## config.mk

```make
export PLATFORM = sky130hd
export DESIGN_NAME = apb_master
export DESIGN_NICKNAME = d
export VERILOG_FILES = /design/src/rtl/apb_master.sv
export SDC_FILE = /design/constraint.sdc
export NUM_CORES = 1
export LEC_CHECK = 0
export CAP_MARGIN = 10
export CORE_AREA = 2 2 118 120
export CTS_CLUSTER_DIAMETER = 200
export DETAILED_ROUTE_END_ITERATION = 8
export DIE_AREA = 0 0 120 122
export GPL_TIMING_DRIVEN = 1
export MAX_ROUTING_LAYER = met4
export PLACE_DENSITY = 0.64
export SYNTH_ARGS = -nofsm -noshare
export SYNTH_HDL_FRONTEND = slang
export SYNTH_SLANG_ARGS = --single-unit
```

## constraint.sdc

```tcl
create_clock -name i_clk -period 4.7 [get_ports i_clk]
set_clock_uncertainty 0.1 [all_clocks]
set_input_delay 0.94 -clock i_clk [delete_from_list [all_inputs] [get_ports i_clk]]
set_output_delay 0.94 -clock i_clk [all_outputs]
set_load 0.05 [all_outputs]
```

## src/rtl/apb_master.sv

```systemverilog
// APB requester: valid/ready command port to APB SETUP/ACCESS transfers,
// with a one-cycle response pulse and an optional ACCESS timeout.
module apb_master #(
    parameter int TIMEOUT_CYCLES = 16
) (
    input  logic        i_clk,
    input  logic        i_reset,
    input  logic        i_cmd_valid,
    output logic        o_cmd_ready,
    input  logic        i_cmd_write,
    input  logic [31:0] i_cmd_addr,
    input  logic [31:0] i_cmd_wdata,
    output logic        o_rsp_valid,
    output logic [31:0] o_rsp_rdata,
    output logic        o_rsp_err,
    output logic        o_rsp_timeout,
    output logic [31:0] PADDR,
    output logic        PWRITE,
    output logic [31:0] PWDATA,
    output logic        PSELx,
    output logic        PENABLE,
    input  logic [31:0] PRDATA,
    input  logic        PREADY,
    input  logic        PSLVERR
);

    typedef enum logic [1:0] {
        IDLE,
        SETUP,
        ACCESS
    } state_e;

    localparam int CW = (TIMEOUT_CYCLES > 0) ?
                        $clog2(TIMEOUT_CYCLES + 1) : 1;
    localparam logic [CW-1:0] LAST = CW'(TIMEOUT_CYCLES - 1);
    localparam bit TO_EN = (TIMEOUT_CYCLES != 0);

    state_e        state_q, state_d;
    logic [CW-1:0] cnt_q, cnt_d;
    logic [31:0]   paddr_q, paddr_d;
    logic          pwrite_q, pwrite_d;
    logic [31:0]   pwdata_q, pwdata_d;
    logic          psel_q, psel_d;
    logic          penable_q, penable_d;
    logic          rsp_valid_q, rsp_valid_d;
    logic [31:0]   rsp_rdata_q, rsp_rdata_d;
    logic          rsp_err_q, rsp_err_d;
    logic          rsp_to_q, rsp_to_d;

    always_comb begin
        state_d     = state_q;
        cnt_d       = cnt_q;
        paddr_d     = paddr_q;
        pwrite_d    = pwrite_q;
        pwdata_d    = pwdata_q;
        psel_d      = psel_q;
        penable_d   = penable_q;
        rsp_valid_d = 1'b0;
        rsp_rdata_d = rsp_rdata_q;
        rsp_err_d   = rsp_err_q;
        rsp_to_d    = rsp_to_q;
        unique case (state_q)
            IDLE: begin
                if (i_cmd_valid) begin
                    paddr_d  = i_cmd_addr;
                    pwrite_d = i_cmd_write;
                    pwdata_d = i_cmd_wdata;
                    psel_d   = 1'b1;
                    state_d  = SETUP;
                end
            end
            SETUP: begin
                penable_d = 1'b1;
                cnt_d     = '0;
                state_d   = ACCESS;
            end
            ACCESS: begin
                if (PREADY) begin
                    psel_d      = 1'b0;
                    penable_d   = 1'b0;
                    rsp_valid_d = 1'b1;
                    rsp_err_d   = PSLVERR;
                    rsp_to_d    = 1'b0;
                    if (!pwrite_q) begin
                        rsp_rdata_d = PRDATA;
                    end
                    state_d = IDLE;
                end else begin
                    cnt_d = cnt_q + CW'(1);
                    // Abort on the last permitted ACCESS cycle
                    if (TO_EN && cnt_q == LAST) begin
                        psel_d      = 1'b0;
                        penable_d   = 1'b0;
                        rsp_valid_d = 1'b1;
                        rsp_err_d   = 1'b1;
                        rsp_to_d    = 1'b1;
                        state_d     = IDLE;
                    end
                end
            end
            default: state_d = IDLE;
        endcase
    end

    always_ff @(posedge i_clk) begin
        if (i_reset) begin
            state_q     <= IDLE;
            cnt_q       <= '0;
            paddr_q     <= '0;
            pwrite_q    <= 1'b0;
            pwdata_q    <= '0;
            psel_q      <= 1'b0;
            penable_q   <= 1'b0;
            rsp_valid_q <= 1'b0;
            rsp_rdata_q <= '0;
            rsp_err_q   <= 1'b0;
            rsp_to_q    <= 1'b0;
        end else begin
            state_q     <= state_d;
            cnt_q       <= cnt_d;
            paddr_q     <= paddr_d;
            pwrite_q    <= pwrite_d;
            pwdata_q    <= pwdata_d;
            psel_q      <= psel_d;
            penable_q   <= penable_d;
            rsp_valid_q <= rsp_valid_d;
            rsp_rdata_q <= rsp_rdata_d;
            rsp_err_q   <= rsp_err_d;
            rsp_to_q    <= rsp_to_d;
        end
    end

    assign o_cmd_ready   = (state_q == IDLE) && !i_reset;
    assign o_rsp_valid   = rsp_valid_q;
    assign o_rsp_rdata   = rsp_rdata_q;
    assign o_rsp_err     = rsp_err_q;
    assign o_rsp_timeout = rsp_to_q;
    assign PADDR         = paddr_q;
    assign PWRITE        = pwrite_q;
    assign PWDATA        = pwdata_q;
    assign PSELx         = psel_q;
    assign PENABLE       = penable_q;

endmodule

```

==> results by group <==
Yosys
  • Synth Register Bits: between 100 and 150
  • Mean Syn Cell Area: 8.03 µm²
  • FFs w/ async S/R, synth: 0%
  • Synth top cells by count: nand2_1 (195), dfxtp_1 (109), a21oi_1 (102)
  • Cell Area, Synth: 3940 µm²
  • Synth area leaders: dfxtp_1 (55%), nand2_1 (19%), a21oi_1 (13%)
  • Cell taking the most area after synthesis: dfxtp_1
  • Synthesized net count: ~600
  • Post-synth EDFFs: 0
  • Main synth FF type: dfxtp_1
  • Ys Warns: 0
  • Most common cell in the netlist: nand2_1
  • Netlist cell types: 33
  • Post-synthesis sequential area ratio: 55.3%
  • Post-Synthesis Cells: around 490
  • Share of the synthesized area in the top cell type: between 50% and 60%

Critical path
  • RR Startpoint: state_q[0]$_SDFFE_PP0P_
  • CP Data Arrival Time: approximately 2000 ps
  • CP Data Required Time: about 3700 ps
  • R2r setup slk: 2570 ps
  • Critical Path Start Type: input port
  • Worst setup startpoint: i_reset
  • WS Path Type: input port to output port
  • Worst R2R End: PADDR[3]$_SDFFE_PP0P_
  • Worst Setup End Kind: output port
  • R2R depth: 4
  • CP Max Fanout: 2

Finish
  • Layout cells sized above 1: between 3 and 4%
  • Area grow syn2layout: 62.2%
  • Fin area: about 6400 µm²
  • Number of nets in the layout: 777
  • Ant diodes: 0
  • Fillcell total: about 1300
  • Non-Filler Instances: about 860

Clock network
  • Cts bufs inserted: 9
  • Buffers from clock root to sink, at most: 2
  • Clk Latency, worst-skew pair: 350 ps
  • Root Buffer: clkbuf_16
  • H-tree levels: 3
  • Post-CTS Setup Repair Bufs: 0
  • Post-CTS Hold Buffers: 0
  • CTS tree: built
  • # resized after CTS: 0
  • CTS Sinks: between 100 and 150
  • Clk slew on worst S/H paths: roughly 70 ps

Die
  • Core area: about 14000 µm²
  • I/O pin total: 205
  • Initial Util: just under 30%
  • Die area: between 10000 and 15000 µm²
  • Die H: 122 µm
  • Row cnt: 43
  • Die width: approximately 120 µm

Timing
  • Final Max Slew Viols: 0
  • Worst setup margin: approximately 1700 ps
  • Post-route minimum period: a little over 3000 ps
  • Fmax: ~330 MHz
  • Crit share post-route: 64.8%
  • Setup TNS: 0 ps
  • RSZ-0062 raised after global routing: no
  • Measured slew at the worst slew-check pin: between 1000 and 1500 ps
  • Final Setup Violations: 0
  • Final Hold Viols: 0
  • Hold_ws: approximately 350 ps
  • Slew headroom: approximately 25%

Route
  • Routed via count: just under 4000
  • Number of DRC markers in iteration 0: 173
  • Antenna viol nets, final: 0
  • Final WL: ~11000 µm
  • Via density: 4.53
  • Residual DRC: 0
  • WL per Instance: ~13 µm
  • Router iterations before antenna repair: 4

GRT
  • All-Layer GR Usage: between 10% and 20%
  • GRT overflow: 0
  • Vias in the first global route: between 3000 and 4000
  • Pin count of the biggest net entering global routing: 111
  • Initial antenna violation count: 0
  • First-pass GRT wire length: between 15000 and 20000 µm

Placement
  • IO Port Bufs: slightly above 200
  • Placed cell count: between 800 and 900
  • GP Congestion: between 0.7 and 0.8
  • HPWL Detailed: around 7700 µm
  • DP Area: 6080 µm²
  • Pre-CTS WS: 1650 ps

Flow run
  • Max-cap violations: 0

Min path
  • Hold_sp: o_rsp_rdata[2]$_SDFFE_PP0P_
  • Worst Hold Path EP: o_rsp_rdata[2]$_SDFFE_PP0P_
  • Hold Path Depth: 2
  • Min-Delay Path Class: register to register

Power and ir drop
  • VDD IR max: about 0.23 mV
  • Pwr Density: around 350 nW/µm²
  • Pleak: about 2.3 nW

Status
  • Status: complete, no violations
[layer usage]
layer / global-route usage [%] / wire length, µm / vias to the layer above
li1: - / - / 1955
met3: 5.06 / 856 / 12
met5: - / 0 / -
met2: 26.9 / 5460 / 130
met1: 17.5 / 4740 / 1787
met4: 5.51 / 174 / 0
[how the worst max path moves through the flow]
stage	endpoint	slack, ps	depth (start not counted)
detailed placement	o_cmd_ready	1650	3
global placement	o_cmd_ready	1620	3
finish	o_cmd_ready	1650	3
floorplan	o_cmd_ready	1490	2
CTS	o_cmd_ready	1650	3
global route	o_cmd_ready	1610	2
[cell usage in the layout, fill, tap and decap left out]
master / instances
nor2_1: 7
or4b_2: 1
inv_1: 5
clkbuf_1: 3
nor3_1: 2
clkdlybuf4s50_1: 203
nand2_1: 195
a21oi_1: 102
or3_1: 1
buf_12: 1
nand2b_1: 2
nor4bb_4: 1
o21bai_1: 1
dfxtp_1: 109
nor3b_2: 1
clkinv_4: 1
o21a_1: 2
o31ai_1: 1
clkbuf_16: 9
and2_1: 1
ha_1: 2
a221oi_1: 1
o311ai_0: 1
a31oi_1: 2
o21ai_0: 2
buf_4: 5
mux2i_1: 1
bufinv_16: 2
or3b_2: 1
nor4bb_1: 1
nor3b_1: 1
nand4b_1: 1
clkbuf_8: 1
nand3b_1: 2
nand4bb_1: 1
a32oi_1: 1
nor2b_1: 2
a211oi_1: 2
and3_1: 1
[worst max-delay path: stages]
cell and delay (ps):
buf_4 110, nor3_1 120, clkdlybuf4s50_1 830
[flip-flops by register name, summed over array words and instances (netlist names)]
signal and flops:
PWRITE 1, PENABLE 1, o_rsp_valid 1, o_rsp_timeout 1, PSELx 1, cnt_q 5, PADDR 32, state_q 2
o_rsp_rdata 32, PWDATA 32, o_rsp_err 1
[power by group]
group          internal [W]  total, W  switching (W)
registers          0.000968  0.000995      0.0000272
logic              0.000180  0.000444       0.000264
clock network      0.000484  0.000819       0.000335
total               0.00163   0.00226       0.000626
[logic make-up (layout without fill, tap and decap cells)]
kind of cell	count (synthesis)	in the layout	synth area share, %
and+or+nand+nor	221	221	22.9
AOI/OAI and AO/OA	115	115	15.3
DFF	109	109	55.3
buffers and inverters	43	230	5.59
adders and majority gates	2	2	0.635
muxes	1	1	0.254
[cell type report]
class	count	area (µm²)	area share [%]
Sequential cell	109	2180	34.1
Timing Repair Buffer	209	2090	32.7
Clock buffer	13	250	3.91
Clock inverter	3	68.8	1.08
Tap cell	180	225	3.52
Multi-Input combinational cell	339	1560	24.4
Inverter	5	18.8	0.293
[stage by stage]
stage                     util [%]  power, W
after global placement        45.0   0.00146
after floorplan                  -   0.00127
after CTS                     47.4   0.00230
final                         47.4   0.00226
after detailed placement      45.0   0.00147
after global routing          47.4   0.00236
(Power assumes the default switching activity.)
